## src/rtl/nabp_processing_data_path_pkg.sv

```systemverilog
// Shared definitions for the NABP processing read-side data path:
// geometry, angle thresholds, FSM encoding and the per-run configuration.
package nabp_processing_data_path_pkg;

  localparam int kNoOfPartitions     = 4;
  localparam int kPartitionSize      = 8;
  localparam int kImageSize          = 32;
  localparam int kProjectionLineSize = 64;
  localparam int kAngleLength        = 9;
  localparam int kTrigLength         = 16;
  localparam int kTrigFrac           = 12;
  localparam int kFilteredDataLength = 16;

  localparam int kSLength       = $clog2(kProjectionLineSize);
  localparam int kLineItrLength = $clog2(kPartitionSize);
  localparam int kCoordLength   = $clog2(kImageSize);
  localparam int kPeIdxLength   = $clog2(kNoOfPartitions);

  // Angle codes are whole degrees over 0..179.
  localparam logic [kAngleLength-1:0] kAngle45  = kAngleLength'(45);
  localparam logic [kAngleLength-1:0] kAngle90  = kAngleLength'(90);
  localparam logic [kAngleLength-1:0] kAngle135 = kAngleLength'(135);

  typedef enum logic {kScanX = 1'b0, kScanY = 1'b1} scan_mode_e;

  localparam logic [2:0] kStIdle  = 3'd0;
  localparam logic [2:0] kStRead  = 3'd1;
  localparam logic [2:0] kStWait1 = 3'd2;
  localparam logic [2:0] kStWait2 = 3'd3;
  localparam logic [2:0] kStEmit  = 3'd4;
  localparam logic [2:0] kStDone  = 3'd5;

  // Everything a run needs from the tt_* inputs, latched once at start.
  typedef struct packed {
    scan_mode_e                    mode;
    logic                          desc;
    logic signed [kTrigLength-1:0] trig_sin;
    logic signed [kTrigLength-1:0] trig_cos;
    logic [kLineItrLength-1:0]     line_itr;
  } run_cfg_t;

  function automatic run_cfg_t decode_cfg(
    input logic [kAngleLength-1:0]   angle,
    input logic signed [kTrigLength-1:0] sin_v,
    input logic signed [kTrigLength-1:0] cos_v,
    input logic [kLineItrLength-1:0] itr
  );
    run_cfg_t c;
    c.mode     = (angle < kAngle45 || angle >= kAngle135) ? kScanX : kScanY;
    c.desc     = (angle >= kAngle90);
    c.trig_sin = sin_v;
    c.trig_cos = cos_v;
    c.line_itr = itr;
    return c;
  endfunction

endpackage

```

## src/rtl/nabp_processing_data_path_projection_calc.sv

```systemverilog
// Projection of pixel (x, y) onto the filtered line: registered s index
// plus out-of-range flag, one cycle latency. s holds its last in-range
// value so no spurious RAM address is issued for an off-line sample.
module nabp_projection_calc
  import nabp_processing_data_path_pkg::*;
(
  input  logic                          clk,
  input  logic                          reset_n,
  input  logic                          en_i,
  input  logic [kCoordLength-1:0]       x_i,
  input  logic [kCoordLength-1:0]       y_i,
  input  logic signed [kTrigLength-1:0] sin_i,
  input  logic signed [kTrigLength-1:0] cos_i,
  output logic [kSLength-1:0]           s_o,
  output logic                          oor_o
);

  int xc, yc, s_fix, s_rnd;
  logic oor;
  logic [kSLength-1:0] s_q;
  logic                oor_q;

  // Centre the pixel, rotate into s, round half up back to an integer index.
  always_comb begin
    xc    = int'(x_i) - kImageSize / 2;
    yc    = int'(y_i) - kImageSize / 2;
    s_fix = -(xc * int'(sin_i)) + yc * int'(cos_i)
            + ((kProjectionLineSize / 2) << kTrigFrac);
    s_rnd = (s_fix + (1 << (kTrigFrac - 1))) >>> kTrigFrac;
    oor   = (s_rnd < 0) || (s_rnd >= kProjectionLineSize);
  end

  // Address register: only moves for in-range samples.
  always_ff @(posedge clk) begin
    if (!reset_n) begin
      s_q   <= '0;
      oor_q <= 1'b0;
    end else if (en_i) begin
      oor_q <= oor;
      if (!oor) s_q <= kSLength'(s_rnd);
    end
  end

  assign s_o   = s_q;
  assign oor_o = oor_q;

endmodule

```

## src/rtl/nabp_processing_data_path.sv

```systemverilog
// Read-side initiator for the processing swappables: walks one scan line
// per PE, issues filtered-RAM reads, gathers returned samples into pe_taps
// and strobes pe_en once per scan step (N+3 cycles per step).
module nabp_processing_data_path
  import nabp_processing_data_path_pkg::*;
(
  input  logic                                         clk,
  input  logic                                         reset_n,
  input  logic [kAngleLength-1:0]                      tt_angle,
  input  logic signed [kTrigLength-1:0]                tt_sin,
  input  logic signed [kTrigLength-1:0]                tt_cos,
  input  logic [kLineItrLength-1:0]                    tt_line_itr,
  input  logic                                         tt_kick,
  output logic                                         tt_done,
  output logic [kSLength-1:0]                          pv_s_val,
  input  logic [kFilteredDataLength-1:0]               pv_val,
  output logic                                         pe_en,
  output logic [kFilteredDataLength*kNoOfPartitions-1:0] pe_taps
);

  localparam logic [kPeIdxLength-1:0] kLastPe   = kPeIdxLength'(kNoOfPartitions - 1);
  localparam logic [kCoordLength-1:0] kLastStep = kCoordLength'(kImageSize - 1);

  logic [2:0]              state_q, state_d;
  run_cfg_t                cfg_q, cfg_d;
  logic [kCoordLength-1:0] step_q, step_d;
  logic [kPeIdxLength-1:0] pe_q, pe_d;
  logic                    kick_q;

  logic [kCoordLength-1:0] scan, line_i, calc_x, calc_y;
  logic                    rd_issue, calc_oor;

  // Read pipe: [1] = address registered, [2] = pv_val valid this cycle.
  logic [2:1]              vld_pipe_q;
  logic [kPeIdxLength-1:0] idx1_q, idx2_q;
  logic                    oor2_q;

  logic [kNoOfPartitions-1:0][kFilteredDataLength-1:0] shadow_q, taps_q, taps_nxt;
  logic [kFilteredDataLength-1:0] cap_val;

  // Pixel coordinates for the current (scan step, PE) pair.
  always_comb begin
    scan     = cfg_q.desc ? (kLastStep - step_q) : step_q;
    line_i   = kCoordLength'(cfg_q.line_itr)
               + kCoordLength'(pe_q) * kCoordLength'(kPartitionSize);
    calc_x   = (cfg_q.mode == kScanX) ? scan : line_i;
    calc_y   = (cfg_q.mode == kScanX) ? line_i : scan;
    rd_issue = (state_q == kStRead);
  end

  nabp_projection_calc u_calc (
    .clk     (clk),
    .reset_n (reset_n),
    .en_i    (rd_issue),
    .x_i     (calc_x),
    .y_i     (calc_y),
    .sin_i   (cfg_q.trig_sin),
    .cos_i   (cfg_q.trig_cos),
    .s_o     (pv_s_val),
    .oor_o   (calc_oor)
  );

  // Sequencer: start on kick falling edge, N reads, two wait slots, emit.
  always_comb begin
    state_d = state_q;
    cfg_d   = cfg_q;
    step_d  = step_q;
    pe_d    = pe_q;
    case (state_q)
      kStIdle: if (kick_q && !tt_kick) begin
        cfg_d   = decode_cfg(tt_angle, tt_sin, tt_cos, tt_line_itr);
        step_d  = '0;
        pe_d    = '0;
        state_d = kStRead;
      end
      kStRead: begin
        pe_d = (pe_q == kLastPe) ? '0 : pe_q + 1'b1;
        if (pe_q == kLastPe) state_d = kStWait1;
      end
      kStWait1: state_d = kStWait2;
      kStWait2: state_d = kStEmit;
      kStEmit: begin
        if (step_q == kLastStep) state_d = kStDone;
        else begin
          step_d  = step_q + 1'b1;
          pe_d    = '0;
          state_d = kStRead;
        end
      end
      default: state_d = kStIdle;
    endcase
  end

  // FSM and run-state registers.
  always_ff @(posedge clk) begin
    if (!reset_n) begin
      state_q <= kStIdle;
      cfg_q   <= '0;
      step_q  <= '0;
      pe_q    <= '0;
      kick_q  <= 1'b0;
    end else begin
      state_q <= state_d;
      cfg_q   <= cfg_d;
      step_q  <= step_d;
      pe_q    <= pe_d;
      kick_q  <= tt_kick;
    end
  end

  // Delay PE index and range flag so they line up with pv_val.
  always_ff @(posedge clk) begin
    if (!reset_n) begin
      vld_pipe_q <= '0;
      idx1_q     <= '0;
      idx2_q     <= '0;
      oor2_q     <= 1'b0;
    end else begin
      vld_pipe_q <= {vld_pipe_q[1], rd_issue};
      idx1_q     <= pe_q;
      idx2_q     <= idx1_q;
      oor2_q     <= calc_oor;
    end
  end

  // Returned sample, forced to zero for off-line pixels.
  always_comb begin
    cap_val           = oor2_q ? '0 : pv_val;
    taps_nxt          = shadow_q;
    taps_nxt[idx2_q]  = cap_val;
  end

  // Collect taps in a shadow, publish all at once entering EMIT.
  always_ff @(posedge clk) begin
    if (!reset_n) begin
      shadow_q <= '0;
      taps_q   <= '0;
    end else if (vld_pipe_q[2]) begin
      shadow_q[idx2_q] <= cap_val;
      if (idx2_q == kLastPe) taps_q <= taps_nxt;
    end
  end

  assign pe_en   = (state_q == kStEmit);
  assign tt_done = (state_q == kStDone);
  assign pe_taps = taps_q;

endmodule

```

## config.mk

```make
export PLATFORM = sky130hd
export DESIGN_NAME = nabp_processing_data_path
export DESIGN_NICKNAME = d
export VERILOG_FILES = /design/src/rtl/nabp_processing_data_path_pkg.sv /design/src/rtl/nabp_processing_data_path_projection_calc.sv /design/src/rtl/nabp_processing_data_path.sv
export SDC_FILE = /design/constraint.sdc
export NUM_CORES = 1
export LEC_CHECK = 0
export BUFFER_PORTS_ARGS = -buffer_cell sky130_fd_sc_hd__buf_4
export CELL_PAD_IN_SITES_DETAIL_PLACEMENT = 1
export CELL_PAD_IN_SITES_GLOBAL_PLACEMENT = 2
export CORE_MARGIN = 5
export CORE_UTILIZATION = 40
export CTS_CLUSTER_SIZE = 12
export DETAILED_ROUTE_END_ITERATION = 8
export PLACE_DENSITY_LB_ADDON = 0.1
export RECOVER_POWER = 25
export SLEW_MARGIN = 40
export SYNTH_ARGS = -nofsm -noshare
export SYNTH_HDL_FRONTEND = slang
export SYNTH_HIERARCHICAL = 1
export SYNTH_SLANG_ARGS = --single-unit
```

## constraint.sdc

```tcl
create_clock -name clk -period 16.68 [get_ports clk]
set_input_delay 3.336 -clock clk [delete_from_list [all_inputs] [get_ports clk]]
set_output_delay 3.336 -clock clk [all_outputs]
set_load 0.03 [all_outputs]
```

# Word-level counts from Yosys, hierarchy flattened

Cells that the tools add are included.

Output and inout bits: 72
Bits in registers: 190
Logic and storage cells: 87
Input port bits: 63

Multiplexer cells: 19
Multipliers: 2
Reductions and logical operators: 14
Add/sub/neg operators: 10
Equality and inequality tests: 11
Bitwise operators: 1
$lt $le $gt $ge: 7

Operators by type and width:

| operator               | count |
|---|---|
| $bwmux 64              | 1 |
| $mul 6x16->22          | 2 |
| $add 32x13->32 const B | 1 |
| $add 32x19->32 const B | 1 |
| $add 32x32->32         | 1 |
| $demux 16 s2           | 1 |
| $mux 16                | 2 |
| $neg 32->32            | 1 |
| $mux 5                 | 5 |
| $ge 20x8->1 const B    | 1 |
| $lt 20x1->1 const B    | 1 |
| $pmux 3 s5             | 1 |
| $sub 5x5->6 const B    | 2 |
| $pmux 5 s2             | 1 |
| $ge 9x7->1 const B     | 1 |
| $ge 9x8->1 const B     | 1 |
| $lt 9x6->1 const B     | 1 |
| $mux 3                 | 3 |
| $reduce_and 2->1       | 4 |
| $eq 3x2->1 const B     | 2 |
| $eq 3x3->1 const B     | 2 |
| $mux 2                 | 3 |
| $pmux 2 s3             | 1 |
| $reduce_and 3->1       | 2 |
| 19 further kinds       | 23 |

# Longest topological paths before layout

Depth after elaboration: 13
Depth in mapped cells: 41
Depth with buffers taken out: 37

# Modules after synthesis

The synthesis kept the hierarchy.

Modules (own cells, without submodules):

| module                    | area an instance (um^2) | cells each | instances |
|---|---|---|---|
| nabp_projection_calc      | 7489.7                  | 817        | 1 |
| nabp_processing_data_path | 6597.6                  | 784        | 1 |

# Worst setup path before layout

No wires, ideal clock.

Path type: flip-flop to flip-flop
Start: register cfg_q[36] (netlist name)
End: register u_calc.s_q[0], in the netlist u_calc/s_o[0]
Clock period less this slack: 9642 ps
Arrival time: 9570 ps
Path slack: 7038 ps
Stages on the path, launching flop included: 41
Buffers on the path: 4
Required time: 16608 ps
Path through: dfxtp_1 -> clkbuf_1 -> clkbuf_1 -> nor2_1 -> a21oi_1 -> clkbuf_1 -> nand2_1 -> fa_1 -> fa_1 -> inv_1 -> fa_1 -> inv_1 -> fa_1 -> inv_1 -> ha_1 -> a21o_1 -> a21oi_1 -> o31ai_1 -> (+5 left out) -> fa_1 -> inv_1 -> fa_1 -> inv_1 -> fa_1 -> fa_1 -> inv_1 -> ha_1 -> nand2_1 -> nand2_1 -> a21o_1 -> a21o_1 -> a211oi_4 -> mux2_2 -> a211oi_1 -> and3_1 -> buf_6 -> mux2i_1

RTL lines:

| item                                              | RTL line                                        | RTL |
|---|---|---|
| start: declaration                                | nabp_processing_data_path.sv:25                 | `run_cfg_t cfg_q, cfg_d;` |
| start signal: assignment                          | nabp_processing_data_path.sv:104                | `cfg_q <= cfg_d;` |
| $mux 5 (*)                                        | nabp_processing_data_path.sv:47                 | `calc_y = (cfg_q.mode == kScanX) ? line_i : scan;` |
| via calc_y[3]                                     | nabp_processing_data_path.sv:30                 | `logic [kCoordLength-1:0] scan, line_i, calc_x, calc_y;` |
| $sub 5x5->6 (*)                                   | nabp_processing_data_path_projection_calc.sv:26 | `yc = int'(y_i) - kImageSize / 2;` |
| $mul 6x16->22 (*)                                 | nabp_processing_data_path_projection_calc.sv:27 | `s_fix = -(xc * int'(sin_i)) + yc * int'(cos_i)` |
| $add 32x32->32 (*)                                | nabp_processing_data_path_projection_calc.sv:27 |  |
| $add 32x19->32 (*)                                | nabp_processing_data_path_projection_calc.sv:28 | `+ ((kProjectionLineSize / 2) << kTrigFrac);` |
| $add 32x13->32 (*)                                | nabp_processing_data_path_projection_calc.sv:29 | `s_rnd = (s_fix + (1 << (kTrigFrac - 1))) >>> kTrigFrac;` |
| $lt 20x1->1 / $ge 20x8->1 (equally long branches) | nabp_processing_data_path_projection_calc.sv:30 | `oor = (s_rnd < 0) \|\| (s_rnd >= kProjectionLineSize);` |
| $logic_or 1x1->1                                  | nabp_processing_data_path_projection_calc.sv:30 |  |
| $not 1->1 (no source line)                        | -                                               |  |
| $reduce_and 2->1 (no source line)                 | -                                               |  |
| end signal: assignment                            | nabp_processing_data_path_projection_calc.sv:40 | `if (!oor) s_q <= kSLength'(s_rnd);` |
| end: declaration                                  | nabp_processing_data_path_projection_calc.sv:20 | `logic [kSLength-1:0] s_q;` |

Mark *: on every way through the listed nets, which the timed path passes. The rest lies on a longest branch.
A chain may end at the register's enable or synchronous reset.

# Final worst setup path

Same ends and word-level chain as after synthesis.

==> impl_metrics.yaml <==
cells_and_area:
  syn2layout_area_growth_pct: 13.2
  fin_nets: 2018
  antenna-diode-count: 0
  layout-drive-gt1-share_pct: 11.0
  final_cells: 2159
logic_synthesis:
  synth_nets: 1928
  synth_xor_area_share_pct: 1.99
  synth-edff-count: 0
  synth.cell_area_mm2: 0.0141
  synth_mux_area_share_pct: 1.02
  yosys.cell_types.count: 64
  synth_most_common_cell: "nand2_1"
  syn_avg_cell_area_um2: 8.80
  synth-compound-area-share_pct: 12.6
  ys_top_cells_by_area: "dfxtp_1, fa_1, nand2_1, ha_1, a21boi_0"
  synth-adder-area-share_pct: 31.9
  synth_seq_cells: 174
  yosysTopAreaCell: "dfxtp_1"
  synth_top_family_by_area: "adder cells"
  ys_warn_count: 6
  yosys_most_used_dff: "dfxtp_1"
  yosys.area_share.simple_pct: 21.3
  seq_area_frac_synth_pct: 24.7
  synthArstFlopShare_pct: 0
  synthCells: 1601
  synth_commonest_cells: "nand2_1, dfxtp_1, fa_1, inv_1, a21boi_0"
  synth.top_cell.area_share_pct: 24.7
clocking:
  cts_root_buf: "clkbuf_16"
  postCtsSetupRepairBufs: 0
  cts_buffer_depth: 2
  cts_num_sinks: 174
  postCtsResizedCells: 0
  insertion_delay_ns: 0.45
  cts_hold_buffers: 0
  htree_levels: 4
  cts_buffers: 17
  cts.reportedPaths.clkPinSlew_ns: 0.07
  cts_tree: "done"
power:
  power_leakage_nw: 6.82
  p_per_area_mw_per_mm2: 171
  irDropWorstVdd_v: 0.000199
global_routing:
  grt_start_max_net_pins: 106
  grt_overflow_total: 0
  grt_pass1_wl_um: 62200
  grt_pass1_vias: 11852
  antenna_found_initial: 0
  track_usage_pct: 19.7
timing:
  hold_violations: 0
  drv_slew: 76
  clock-skew-final_ns: 0.0130
  finalCritPeriodShare_pct: 64.7
  fmax_mhz: 92.6
  maxSlewHeadroom_pct: -96.9
  setup_viol: 0
  setup_tns_ns: 0
  finalCriticalPeriod_ns: 10.80
  rsz0062_at_grt: "false"
  worst_pin_slew_ns: 2.95
route:
  wl_per_cell_um: 17.1
  dr.pass1.iters: 4
  drc: 0
  via_count: 10710
  final_antenna_net_count: 0
  routed_wirelength_um: 36900
  drt_iter0_markers: 393
  viasPerCell: 4.96
placed_design:
  port_buffers: 134
  gp_congestion: 0.801
  place_inst: 2127
  dp_hpwl_um: 28500
run:
  max-cap-violations: 1
outcome:
  violations: "capacitance limit, slew limit"
  run_status: "finished, violations left"
critical_path:
  crit_fanout: 33
  cpMaxStageDelayCell: "a2111oi_1"
  crit_path_frequent_cell: "fa_1"
  arrival_ns: 11.15
  crit_type: "flop to flop"
  worstSetupEndpointType: "flop"
  cp_slowest_stage_delay_ns: 0.74
  crit_required_ns: 17.04
  startpoint_type: "flop"
floorplanning:
  core_area_mm2: 0.0346
  ios: 135
  rows: 68
  die_h_um: 198
  die_area_mm2: 0.0391
  initial_core_util_pct: 40.7
  die_w_um: 198
min_path:
  min_path_type: "flop to flop"
[critical path: cells and delay by family (launching register included)]
family                   cells  cell delay, ns
multiplexers                 3            1.26
AO/OA/AOI/OAI                9            2.17
flip-flops                   1            0.73
XOR/XNOR                     1            0.16
buffers and inverters        6            0.31
adder cells (fa/ha/maj)     10            4.75
AND/OR/NAND/NOR              6            1.32
[cells by family after synthesis]
logic type                 count (synthesis)
buffers and inverters                    232
AOI/OAI and AO/OA                        241
and+or+nand+nor                          644
DFF                                      174
muxes                                     14
xor gates and xnor gates                  32
adders and majority gates                264
[layer usage]
layer  global-route usage (%)  share of wire (%)  vias up
met5                        0                  0        -
met4                     3.03               0.71        0
met3                     3.02                3.4       16
met2                     33.8                 49      108
met1                     27.0                 47     5334
li1                         -                  -     5252
[cell type report]
class | instances | area (um2)
tap | 455 | 569
fill | 4058 | 18700
timing repair buffer | 146 | 1040
sequential | 174 | 3480
clock inverter | 13 | 105
multi-input combinational | 1195 | 9710
clock buffer | 19 | 443
inverter | 157 | 589
[placed cells by master, fill, tap and decap left out, drive strengths merged, types with 12 or more instances in the layout]
| master | netlist | final |
|---|---|---|
| a21boi | 153 | 153 |
| a21oi | 25 | 25 |
| and2 | 101 | 101 |
| buf | 24 | 130 |
| clkbuf | 51 | 35 |
| dfxtp | 174 | 174 |
| fa | 158 | 158 |
| ha | 106 | 106 |
| inv | 157 | 162 |
| nand2 | 373 | 373 |
| nand2b | 13 | 13 |
| nand3 | 12 | 12 |
| nor2 | 53 | 53 |
| nor2b | 48 | 48 |
| o21ai | 17 | 17 |
| xnor2 | 21 | 21 |
[worst paths after layout]
path	start	to	slack (ns)	cells past startpoint
setup reg to reg	cfg_q[36]	u_calc/s_o[0]	5.88	35
hold / removal	idx1_q[0]	idx2_q[0]	0.44	1
hold reg to reg	idx1_q[0]	idx2_q[0]	0.44	1
setup / recovery	cfg_q[36]	u_calc/s_o[0]	5.88	35
[through the flow]
stage | cell area, um2 | util (%) | worst slack (ns) | hold slack, ns | power (mW)
after CTS | 16000 | 46.2 | 5.87 | 0.441 | 2.77
after global routing | 15900 | 46.0 | 5.29 | 0.450 | 3.02
after global placement | 15400 | 44.6 | 5.95 | 0.416 | 2.29
final | 15900 | 46.0 | 5.88 | 0.437 | 2.73
after detailed placement | 15500 | 44.6 | 5.96 | 0.423 | 2.36
after floorplan | 14100 | - | 7.04 | 0.412 | 1.87
[power by group]
part | switching (mW) | internal [mW]
clock network | 0.188 | 0.198
registers | 0.00848 | 0.420
logic | 1.12 | 0.789
[registers in the layout, summed over array words and instances, names as in the netlist]
| register | cells |
|---|---|
| u_calc/oor_o | 1 |
| u_calc/s_o | 6 |
| pe_taps | 64 |
| idx1_q | 2 |
| state_q | 3 |
| vld_pipe_q | 2 |
| kick_q | 1 |
| shadow_q | 48 |
| oor2_q | 1 |
| cfg_q | 37 |
| step_q | 5 |
| pe_q | 2 |
| idx2_q | 2 |
(Power assumes the default switching activity.)
